[config.mk]
export PLATFORM = sky130hd
export DESIGN_NAME = mem_native_arbiter_flat
export DESIGN_NICKNAME = d
export VERILOG_FILES = /design/src/rtl/mem_native_arbiter_pkg.sv /design/src/rtl/mem_native_arbiter_if.sv /design/src/rtl/mem_native_arbiter_rr_pick.sv /design/src/rtl/mem_native_arbiter.sv /design/src/flat_wrapper.sv
export SDC_FILE = /design/constraint.sdc
export NUM_CORES = 1
export LEC_CHECK = 0
export CORE_MARGIN = 2
export CORE_UTILIZATION = 38
export DETAILED_ROUTE_END_ITERATION = 16
export PLACE_DENSITY = 0.8
export SYNTH_ARGS = -nofsm -noshare
export SYNTH_HDL_FRONTEND = slang
export SYNTH_HIERARCHICAL = 1
export SYNTH_SLANG_ARGS = --single-unit
[constraint.sdc]
create_clock -name clk -period 4.35 [get_ports clk]
set_clock_uncertainty 0.1 [all_clocks]
set_input_delay 0.87 -clock clk [delete_from_list [all_inputs] [get_ports clk]]
set_output_delay 0.87 -clock clk [all_outputs]
set_load 0.01 [all_outputs]
[src/rtl/mem_native_arbiter_pkg.sv]
// Shared types and constants for the native memory-port arbiter.
package mem_arb_pkg;

  typedef enum logic [1:0] {
    IDLE = 2'd0,
    BUSY = 2'd1,
    DONE = 2'd2
  } arb_state_e;

  localparam int ARB_RR    = 0;
  localparam int ARB_FIXED = 1;

  localparam logic [31:0] TIMEOUT_RDATA = 32'hDEAD_BEEF;

  // Grant index width; a two-master arbiter still needs one bit.
  function automatic int gnt_w(input int n);
    return (n > 2) ? $clog2(n) : 1;
  endfunction

endpackage

[src/rtl/mem_native_arbiter_if.sv]
// PicoRV32-style native memory bus with N requester lanes and one shared rdata.
interface mem_native_arbiter_if #(
  parameter int N = 1
) ();
  logic [N-1:0]    valid;
  logic [N-1:0]    instr;
  logic [N-1:0]    ready;
  logic [32*N-1:0] addr;
  logic [32*N-1:0] wdata;
  logic [4*N-1:0]  wstrb;
  logic [31:0]     rdata;

  modport master (
    output valid, instr, addr, wdata, wstrb,
    input  ready, rdata
  );

  modport slave (
    input  valid, instr, addr, wdata, wstrb,
    output ready, rdata
  );
endinterface

[src/rtl/mem_native_arbiter_rr_pick.sv]
// Combinational winner selection: round-robin from ptr+1 or lowest-index-first.
module mem_arb_rr_pick
  import mem_arb_pkg::*;
#(
  parameter  int N  = 2,
  localparam int GW = gnt_w(N)
) (
  input  logic [N-1:0]  req_i,
  input  logic [GW-1:0] ptr_i,
  input  logic          fixed_i,
  output logic [GW-1:0] winner_o,
  output logic          any_req_o
);

  logic [GW-1:0] win_s;
  logic          hit_s;
  int            best_s;

  // Keep the requester with the smallest rank: its index (fixed) or its distance past ptr (RR).
  always_comb begin
    win_s  = '0;
    hit_s  = 1'b0;
    best_s = N;
    for (int j = 0; j < N; j++) begin
      hit_s  = req_i[j] && (fixed_i ? (j < best_s)
                                    : (((j + N - 1 - int'(ptr_i)) % N) < best_s));
      best_s = hit_s ? (fixed_i ? j : ((j + N - 1 - int'(ptr_i)) % N)) : best_s;
      win_s  = hit_s ? GW'(j) : win_s;
    end
  end

  assign winner_o  = win_s;
  assign any_req_o = |req_i;

endmodule

[src/rtl/mem_native_arbiter.sv]
// Serialises whole native-bus transactions from NUM_MASTERS requesters onto one
// slave port, with registered slave-side request and an optional timeout watchdog.
module mem_native_arbiter
  import mem_arb_pkg::*;
#(
  parameter  int NUM_MASTERS    = 2,
  parameter  int ARB_MODE       = ARB_RR,
  parameter  int TIMEOUT_CYCLES = 0,
  localparam int GNT_W          = gnt_w(NUM_MASTERS)
) (
  input  logic                 clk,
  input  logic                 reset,
  mem_native_arbiter_if.slave  m_bus,
  mem_native_arbiter_if.master s_bus,
  output logic [GNT_W-1:0]     grant,
  output logic                 busy,
  output logic                 timeout_err
);

  arb_state_e             state_q;
  logic [GNT_W-1:0]       grant_q;
  logic [GNT_W-1:0]       ptr_q;
  logic [NUM_MASTERS-1:0] m_ready_q;
  logic [31:0]            m_rdata_q;
  logic                   s_valid_q;
  logic                   s_instr_q;
  logic [31:0]            s_addr_q;
  logic [31:0]            s_wdata_q;
  logic [3:0]             s_wstrb_q;
  logic                   busy_q;
  logic                   terr_q;
  logic [15:0]            wd_cnt_q;

  logic [GNT_W-1:0]       pick_s;
  logic                   any_req_s;
  logic [31:0]            sel_addr_s;
  logic [31:0]            sel_wdata_s;
  logic [3:0]             sel_wstrb_s;
  logic                   sel_instr_s;
  logic [NUM_MASTERS-1:0] ready_oh_s;
  logic                   wd_hit_s;

  mem_arb_rr_pick #(.N(NUM_MASTERS)) u_pick (
    .req_i     (m_bus.valid),
    .ptr_i     (ptr_q),
    .fixed_i   (ARB_MODE == ARB_FIXED),
    .winner_o  (pick_s),
    .any_req_o (any_req_s)
  );

  // Mux out the picked master's request fields.
  always_comb begin
    sel_addr_s  = 32'h0000_0000;
    sel_wdata_s = 32'h0000_0000;
    sel_wstrb_s = 4'b0000;
    sel_instr_s = 1'b0;
    for (int j = 0; j < NUM_MASTERS; j++) begin
      sel_addr_s  = (pick_s == GNT_W'(j)) ? m_bus.addr[32*j +: 32]  : sel_addr_s;
      sel_wdata_s = (pick_s == GNT_W'(j)) ? m_bus.wdata[32*j +: 32] : sel_wdata_s;
      sel_wstrb_s = (pick_s == GNT_W'(j)) ? m_bus.wstrb[4*j +: 4]   : sel_wstrb_s;
      sel_instr_s = (pick_s == GNT_W'(j)) ? m_bus.instr[j]          : sel_instr_s;
    end
  end

  // One-hot completion vector for the current owner.
  always_comb begin
    ready_oh_s = '0;
    for (int j = 0; j < NUM_MASTERS; j++) begin
      ready_oh_s[j] = (grant_q == GNT_W'(j));
    end
  end

  // The limit is hit in the BUSY cycle whose un-ready edge would bring the count to TIMEOUT_CYCLES.
  assign wd_hit_s = (TIMEOUT_CYCLES != 0) && (wd_cnt_q == 16'(TIMEOUT_CYCLES - 1));

  // Transaction FSM with all outputs registered.
  always_ff @(posedge clk or posedge reset) begin
    if (reset) begin
      state_q   <= IDLE;
      grant_q   <= '0;
      ptr_q     <= GNT_W'(NUM_MASTERS - 1);
      m_ready_q <= '0;
      m_rdata_q <= 32'h0000_0000;
      s_valid_q <= 1'b0;
      s_instr_q <= 1'b0;
      s_addr_q  <= 32'h0000_0000;
      s_wdata_q <= 32'h0000_0000;
      s_wstrb_q <= 4'b0000;
      busy_q    <= 1'b0;
      terr_q    <= 1'b0;
      wd_cnt_q  <= 16'h0000;
    end else begin
      case (state_q)
        IDLE: begin
          if (any_req_s) begin
            grant_q   <= pick_s;
            ptr_q     <= pick_s;
            s_addr_q  <= sel_addr_s;
            s_wdata_q <= sel_wdata_s;
            s_wstrb_q <= sel_wstrb_s;
            s_instr_q <= sel_instr_s;
            s_valid_q <= 1'b1;
            busy_q    <= 1'b1;
            wd_cnt_q  <= 16'h0000;
            state_q   <= BUSY;
          end
        end
        BUSY: begin
          if (s_bus.ready[0]) begin
            s_valid_q <= 1'b0;
            m_rdata_q <= s_bus.rdata;
            m_ready_q <= ready_oh_s;
            state_q   <= DONE;
          end else if (wd_hit_s) begin
            s_valid_q <= 1'b0;
            m_rdata_q <= TIMEOUT_RDATA;
            m_ready_q <= ready_oh_s;
            terr_q    <= 1'b1;
            state_q   <= DONE;
          end else begin
            wd_cnt_q  <= wd_cnt_q + 16'd1;
          end
        end
        DONE: begin
          m_ready_q <= '0;
          busy_q    <= 1'b0;
          state_q   <= IDLE;
        end
        default: begin
          state_q <= IDLE;
        end
      endcase
    end
  end

  assign s_bus.valid = s_valid_q;
  assign s_bus.instr = s_instr_q;
  assign s_bus.addr  = s_addr_q;
  assign s_bus.wdata = s_wdata_q;
  assign s_bus.wstrb = s_wstrb_q;
  assign m_bus.ready = m_ready_q;
  assign m_bus.rdata = m_rdata_q;
  assign grant       = grant_q;
  assign busy        = busy_q;
  assign timeout_err = terr_q;

endmodule

[src/flat_wrapper.sv]
// flat-port wrapper written by rule: the top's interface ports become plain ports
module mem_native_arbiter_flat import mem_arb_pkg::*;
#(
  parameter  int NUM_MASTERS    = 2,
  parameter  int ARB_MODE       = ARB_RR,
  parameter  int TIMEOUT_CYCLES = 0,
  localparam int GNT_W          = gnt_w(NUM_MASTERS)
)
  (clk, reset, grant, busy, timeout_err, m_bus_valid, m_bus_instr, m_bus_addr, m_bus_wdata, m_bus_wstrb, m_bus_ready, m_bus_rdata, s_bus_valid, s_bus_instr, s_bus_addr, s_bus_wdata, s_bus_wstrb, s_bus_ready, s_bus_rdata);
  mem_native_arbiter_if #(.N((2))) m_bus_i ();
  mem_native_arbiter_if #(.N(1)) s_bus_i ();
  input  logic clk;
  input  logic reset;
  output logic [GNT_W-1:0] grant;
  output logic busy;
  output logic timeout_err;
  input wire logic [$bits(m_bus_i.valid)-1:0] m_bus_valid;
  input wire logic [$bits(m_bus_i.instr)-1:0] m_bus_instr;
  input wire logic [$bits(m_bus_i.addr)-1:0] m_bus_addr;
  input wire logic [$bits(m_bus_i.wdata)-1:0] m_bus_wdata;
  input wire logic [$bits(m_bus_i.wstrb)-1:0] m_bus_wstrb;
  output wire logic [$bits(m_bus_i.ready)-1:0] m_bus_ready;
  output wire logic [$bits(m_bus_i.rdata)-1:0] m_bus_rdata;
  output wire logic [$bits(s_bus_i.valid)-1:0] s_bus_valid;
  output wire logic [$bits(s_bus_i.instr)-1:0] s_bus_instr;
  output wire logic [$bits(s_bus_i.addr)-1:0] s_bus_addr;
  output wire logic [$bits(s_bus_i.wdata)-1:0] s_bus_wdata;
  output wire logic [$bits(s_bus_i.wstrb)-1:0] s_bus_wstrb;
  input wire logic [$bits(s_bus_i.ready)-1:0] s_bus_ready;
  input wire logic [$bits(s_bus_i.rdata)-1:0] s_bus_rdata;
  assign m_bus_i.valid = m_bus_valid;
  assign m_bus_i.instr = m_bus_instr;
  assign m_bus_i.addr = m_bus_addr;
  assign m_bus_i.wdata = m_bus_wdata;
  assign m_bus_i.wstrb = m_bus_wstrb;
  assign m_bus_ready = m_bus_i.ready;
  assign m_bus_rdata = m_bus_i.rdata;
  assign s_bus_valid = s_bus_i.valid;
  assign s_bus_instr = s_bus_i.instr;
  assign s_bus_addr = s_bus_i.addr;
  assign s_bus_wdata = s_bus_i.wdata;
  assign s_bus_wstrb = s_bus_i.wstrb;
  assign s_bus_i.ready = s_bus_ready;
  assign s_bus_i.rdata = s_bus_rdata;
  mem_native_arbiter #(.NUM_MASTERS(NUM_MASTERS), .ARB_MODE(ARB_MODE), .TIMEOUT_CYCLES(TIMEOUT_CYCLES)) u_core (.clk(clk), .reset(reset), .m_bus(m_bus_i), .s_bus(s_bus_i), .grant(grant), .busy(busy), .timeout_err(timeout_err));
endmodule
* Word level (Yosys, flattened, before mapping) *
Cells that the tools add are included.

word-level totals
  register bits after elaboration = 109
  bits in latches = 0
  memory bits (writable) = 0
  ROM bits = 0
  input bits = 175
  output and inout bits = 107
  logic and storage cells = 50
  memories kept = 0

cells by class
  add/sub/neg operators = 2
  multipliers = 0
  divide/modulo/power cells = 0
  $lt $le $gt $ge = 2
  equal/unequal tests = 4
  shifts and indexed selects = 0
  muxes and demuxes = 15
  bitwise logic cells = 3
  reductions and logical operators = 13

operators by type and width
  operator                                                    count
  two-way mux 32 bit                                          3
  less-than comparator 2 x 32 -> 1 bit                        1
  AND reduction 2 bit                                         5
  case mux 2 bit (2 select lines)                             2
  two-way mux 2 bit                                           3
  nonzero test 2 bit                                          3
  two-way mux 1 bit                                           4
  two-way mux 4 bit                                           1
  case mux 1 bit (2 select lines)                             2
  less-than comparator 2 x 3 -> 1 bit, second input constant  1
  AND reduction 3 bit                                         1
  subtractor 2 x 1 -> 3 bit, first input constant             1
  bitwise AND 1 bit                                           2
  == test 2 x 1 -> 1 bit, second input constant               1
  == test 2 bit, second input constant                        1
  logical AND 1 bit                                           2
  logical NOT 2 bit                                           1
  != test 2 x 1 -> 1 bit, second input constant               1
  != test 2 bit, second input constant                        1
  OR reduction 2 bit                                          1
  subtractor 1 x 1 -> 2 bit, first input constant             1
  NOT 1 bit                                                   1

* Depth between registers and ports, before layout *
  depth after elaboration = 9
  depth in mapped cells = 6
  gate-level depth less buffers = 4

* Hierarchy *
Netlist, hierarchy kept.

by module, submodules not included
  module              instances  cells each  area an instance (um^2)  seq. area each (um^2)
  mem_native_arbiter  1          402         4,843.4                  2,728.9
  mem_arb_rr_pick     1          3           17.5                     0.0

* Worst setup path before layout *
OpenSTA, ideal clock, no wires.

  kind = in2reg
  from = input port m_bus_valid[0]
  to = register u_core.s_wdata_q[10], in the netlist u_core/s_bus.wdata[10]
  arrival time = 1,744 ps
  required time = 4,124 ps
  slack = 2,380 ps
  stages on the path = 6
  path buffers = 2
  path through = o21ai_1 > and2_1 > clkbuf_1 > buf_2 > mux2i_1 > a21oi_1

between the ends
  cells in the longest elaborated chain, start to end = 6
  elaborated cells on any way between the ends = 8
  classes of those cells = order compare: 1; mux: 3; reduce/logical: 4

ends and longest elaborated chain
  element                               line                              text
  start: declaration                    flat_wrapper.sv:17                input wire logic [$bits(m_bus_i.valid)-1:0] m_bus_valid;
  logical AND 1 bit                     mem_native_arbiter_rr_pick.sv:25  hit_s = req_i[j] && (fixed_i ? (j < best_s)
  two-way mux 32 bit                    mem_native_arbiter_rr_pick.sv:27  best_s = hit_s ? (fixed_i ? j : ((j + N - 1 - int'(ptr_i)) % N)) : best_s;
  less-than comparator 2 x 32 -> 1 bit  mem_native_arbiter_rr_pick.sv:26  : (((j + N - 1 - int'(ptr_i)) % N) < best_s));
  logical AND 1 bit                     mem_native_arbiter_rr_pick.sv:25
  two-way mux 1 bit                     mem_native_arbiter_rr_pick.sv:28  win_s = hit_s ? GW'(j) : win_s;
  named net u_core.pick_s               mem_native_arbiter.sv:34          logic [GNT_W-1:0] pick_s;
  two-way mux 32 bit                    mem_native_arbiter.sv:59          sel_wdata_s = (pick_s == GNT_W'(j)) ? m_bus.wdata[32*j +: 32] : sel_wdata_s;
  end signal: assignment                mem_native_arbiter.sv:99          s_wdata_q <= sel_wdata_s;
  end: declaration                      mem_native_arbiter.sv:28          logic [31:0] s_wdata_q;

The timed path passes the listed nets, and every way through them passes these cells.
A chain may end at the register's enable or synchronous reset.

* Worst setup path after layout *
  from = input port s_bus_ready
  to = register u_core.m_rdata_q[29], in the netlist u_core/m_bus.rdata[29]

between the ends
  cells in the longest elaborated chain, start to end = 1

ends and longest elaborated chain
  element                               line                       text
  start: declaration                    flat_wrapper.sv:29         input wire logic [$bits(s_bus_i.ready)-1:0] s_bus_ready;
  AND reduction 2 bit (no source line)  --
  end signal: assignment                mem_native_arbiter.sv:111  m_rdata_q <= s_bus.rdata;
  end: declaration                      mem_native_arbiter.sv:24   logic [31:0] m_rdata_q;

Every way passes these cells.

==> qor.yml <==
outcome:
  status: "completed"
sta:
  setup_violations: 0
  worst_pin_slew_ns: 1.06
  layout_min_cycle_time_ns: 2.63
  timing.final.max_slew_violations: 0
  holdWs_ns: 0.379
  rsz0062_at_grt: "no"
  setup-tns-final_ns: 0
  max_freq_mhz: 381
  post-route-period-util: 0.603
  relSlewSlack: 0.293
  hold_violations: 0
grt:
  grt_util_all_layers: 0.189
  grt_first_pass_wirelength_um: 20000
  grt_pass1_vias: 4031
  grt_max_degree: 82
  antenna_found_initial: 0
  use_met3: 0.0417
  grt.busiest_layer: "met2"
  use_met1: 0.221
  grt_overflow_total: 0
  use_met2: 0.343
route:
  postRouteAntennaNets: 0
  drc: 0
  routedWlPerCell_um: 15.8
  drt_iter0_drc: 115
  drt_wl_total_um: 13500
  dr.pass1.iters: 4
  viasPerCell: 4.68
  via_count: 3983
power:
  clockPowerShare: 0.157
  p_sw_mw: 1.56
  seq_power_share: 0.370
  ir_drop_mv: 0.333
  powerDensity_mw_per_mm2: 610
  power_frac_comb: 0.474
  switching_share: 0.320
  power.internal_mw: 3.32
  p_leak_nw: 3.39
clock_tree:
  cts-resized-gates: 0
  path_clk_slew_ns: 0.07
  cts-root-buf: "clkbuf_16"
  clockBufferDepth: 2
  clock_sinks: 109
  cts_tree: "yes"
  ctsHoldBuffers: 0
  post_cts_buffers: 0
  cts_buffers: 9
  htree_levels: 3
  clock_latency_ns: 0.32
floorplan:
  initial_core_util: 0.387
  dieArea_mm2: 0.0137
  die_h_um: 117
  core_area_mm2: 0.0126
  rows: 41
  ios: 282
  die_width_um: 117
finish:
  fin_nets: 849
  final_common_cell: "clkdlybuf4s50_1"
  antennaDiodeCount: 0
  area_growth_pct: 64.9
  drive_gt1_frac: 0.0869
  fillers: 1019
  final_cell_mix: "clkdlybuf4s50_1, dfrtp_1, a21oi_1"
worst_setup_path:
  path_delay_family: "simple AND/OR/NAND/NOR gates"
  crit_buf_inv: 1
  regToRegSetupSlack_ns: 2.24
  endpoint_kind: "flip-flop"
  crit_chain: "clkdlybuf4s50_1 -> nand2b_4 -> or2_2 -> mux2_2"
  path_class: "input pin to flip-flop"
  slowest_delay_ns: 0.82
  crit_fanout: 34
  worst_ep_arrival_time_ns: 2.74
  slowest_stage: "or2_2"
  startpoint_type: "input pin"
  required_ns: 4.47
logic_synthesis:
  syn-cell-area_mm2: 0.00486
  yosysTopAreaCell: "dfrtp_1"
  synth_top_area_share: 0.556
  yosysSeqAreaShare: 0.561
  netlist_instances: 405
  synth-warning-count: 6
  ys_ff_latch: 109
  synth_area_leaders: "dfrtp_1, mux2i_1, mux2_4"
  post_synth.cell_area_avg_um2: 12.0
  yosysUniqueCellTypes: 29
placed_design:
  routabilityCongestion: 0.746
  port_buffers: 280
  dpl.hpwl_um: 10500
job:
  cap_violations: 0
min_path:
  hold_class: "flip-flop to flip-flop"
per-layer routing:
layer,part of all wire,up-vias
met5,0,-
met4,0.019,0
met3,0.078,19
met2,0.51,167
met1,0.39,1868
li1,-,1929
state kept, by name, summed over array words and instances, names as in the netlist:
signal / count
u_core/s_bus.instr: 1
u_core/grant: 1
u_core/s_bus.addr: 32
u_core/busy: 1
u_core/state_q: 2
u_core/s_bus.wstrb: 4
u_core/s_bus.wdata: 32
u_core/m_bus.ready: 2
u_core/m_bus.rdata: 32
u_core/ptr_q: 1
u_core/s_bus.valid: 1
cell type report:
| type | count | area, um2 | share of cell area |
|---|---|---|---|
| clock buffer | 13 | 260 | 0.0325 |
| clock inverter | 3 | 18.8 | 0.00234 |
| inverter | 5 | 21.3 | 0.00265 |
| multi-input combinational | 263 | 1910 | 0.239 |
| sequential | 109 | 2730 | 0.340 |
| tap | 172 | 215 | 0.0268 |
| timing repair buffer | 286 | 2860 | 0.357 |
path summary, 6_finish.rpt:
check | startpoint | endpoint | cells past startpoint
max in group asynchronous | reset | u_core/s_bus.addr[7] | 3
worst max-delay path | s_bus_ready | u_core/m_bus.rdata[29] | 4
worst max register to register | u_core/state_q[1] | u_core/m_bus.rdata[29] | 3
worst min-delay path | u_core/s_bus.valid | u_core/s_bus.valid | 1
worst min register to register | u_core/s_bus.valid | u_core/s_bus.valid | 1
min in group asynchronous | reset | u_core/s_bus.wdata[16] | 2
Yosys cell counts:
| library cell | instances |
|---|---|
| and2_1 | 1 |
| mux2_2 | 4 |
| o21ai_0 | 4 |
| nor2b_1 | 1 |
| dfstp_2 | 1 |
| nor3b_4 | 1 |
| inv_2 | 1 |
| mux2i_1 | 69 |
| nand2_1 | 1 |
| and3_1 | 1 |
| a31oi_1 | 1 |
| nand3_1 | 2 |
| a21o_1 | 1 |
| a211oi_1 | 1 |
| clkbuf_8 | 1 |
| inv_1 | 4 |
| conb_1 | 1 |
| buf_12 | 3 |
| a21oi_1 | 72 |
| or2_1 | 2 |
| o21ai_1 | 1 |
| buf_2 | 22 |
| dfrtp_1 | 108 |
| nor2_1 | 70 |
| nand2b_4 | 1 |
| buf_6 | 1 |
| mux2_4 | 28 |
| buf_4 | 1 |
| clkbuf_1 | 1 |
per-stage QoR:
| stage | util | power [mW] | std cells | worst slack, ns | cell area [um2] |
|---|---|---|---|---|---|
| floorplan | - | 2.82 | 406 | 0.508 | 4860 |
| global placement | 0.616 | 4.08 | 835 | 1.44 | 7740 |
| detailed placement | 0.616 | 4.16 | 835 | 1.37 | 7740 |
| CTS | 0.638 | 4.94 | 851 | 1.72 | 8020 |
| global route | 0.638 | 5.20 | 851 | 1.65 | 8020 |
| finish | 0.638 | 4.89 | 851 | 1.72 | 8020 |
power groups by stage:
stage	Clock, mW	Sequential (mW)	Combinational (mW)
floorplan	0	2.03	0.789
global placement	0	1.80	2.28
detailed placement	0	1.82	2.34
CTS	0.786	1.81	2.34
global route	0.831	1.87	2.49
finish	0.765	1.81	2.32
cell families (layout without fill, tap and decap cells):
group,Yosys count,count (layout),synth area share
other,1,2,0.000771
AND/OR/NAND/NOR,80,80,0.0700
AO/OA/AOI/OAI,80,80,0.0837
buffers and inverters,34,307,0.0463
multiplexers,101,101,0.238
flip-flops,109,109,0.561
Power figures use the tool's default switching activity.
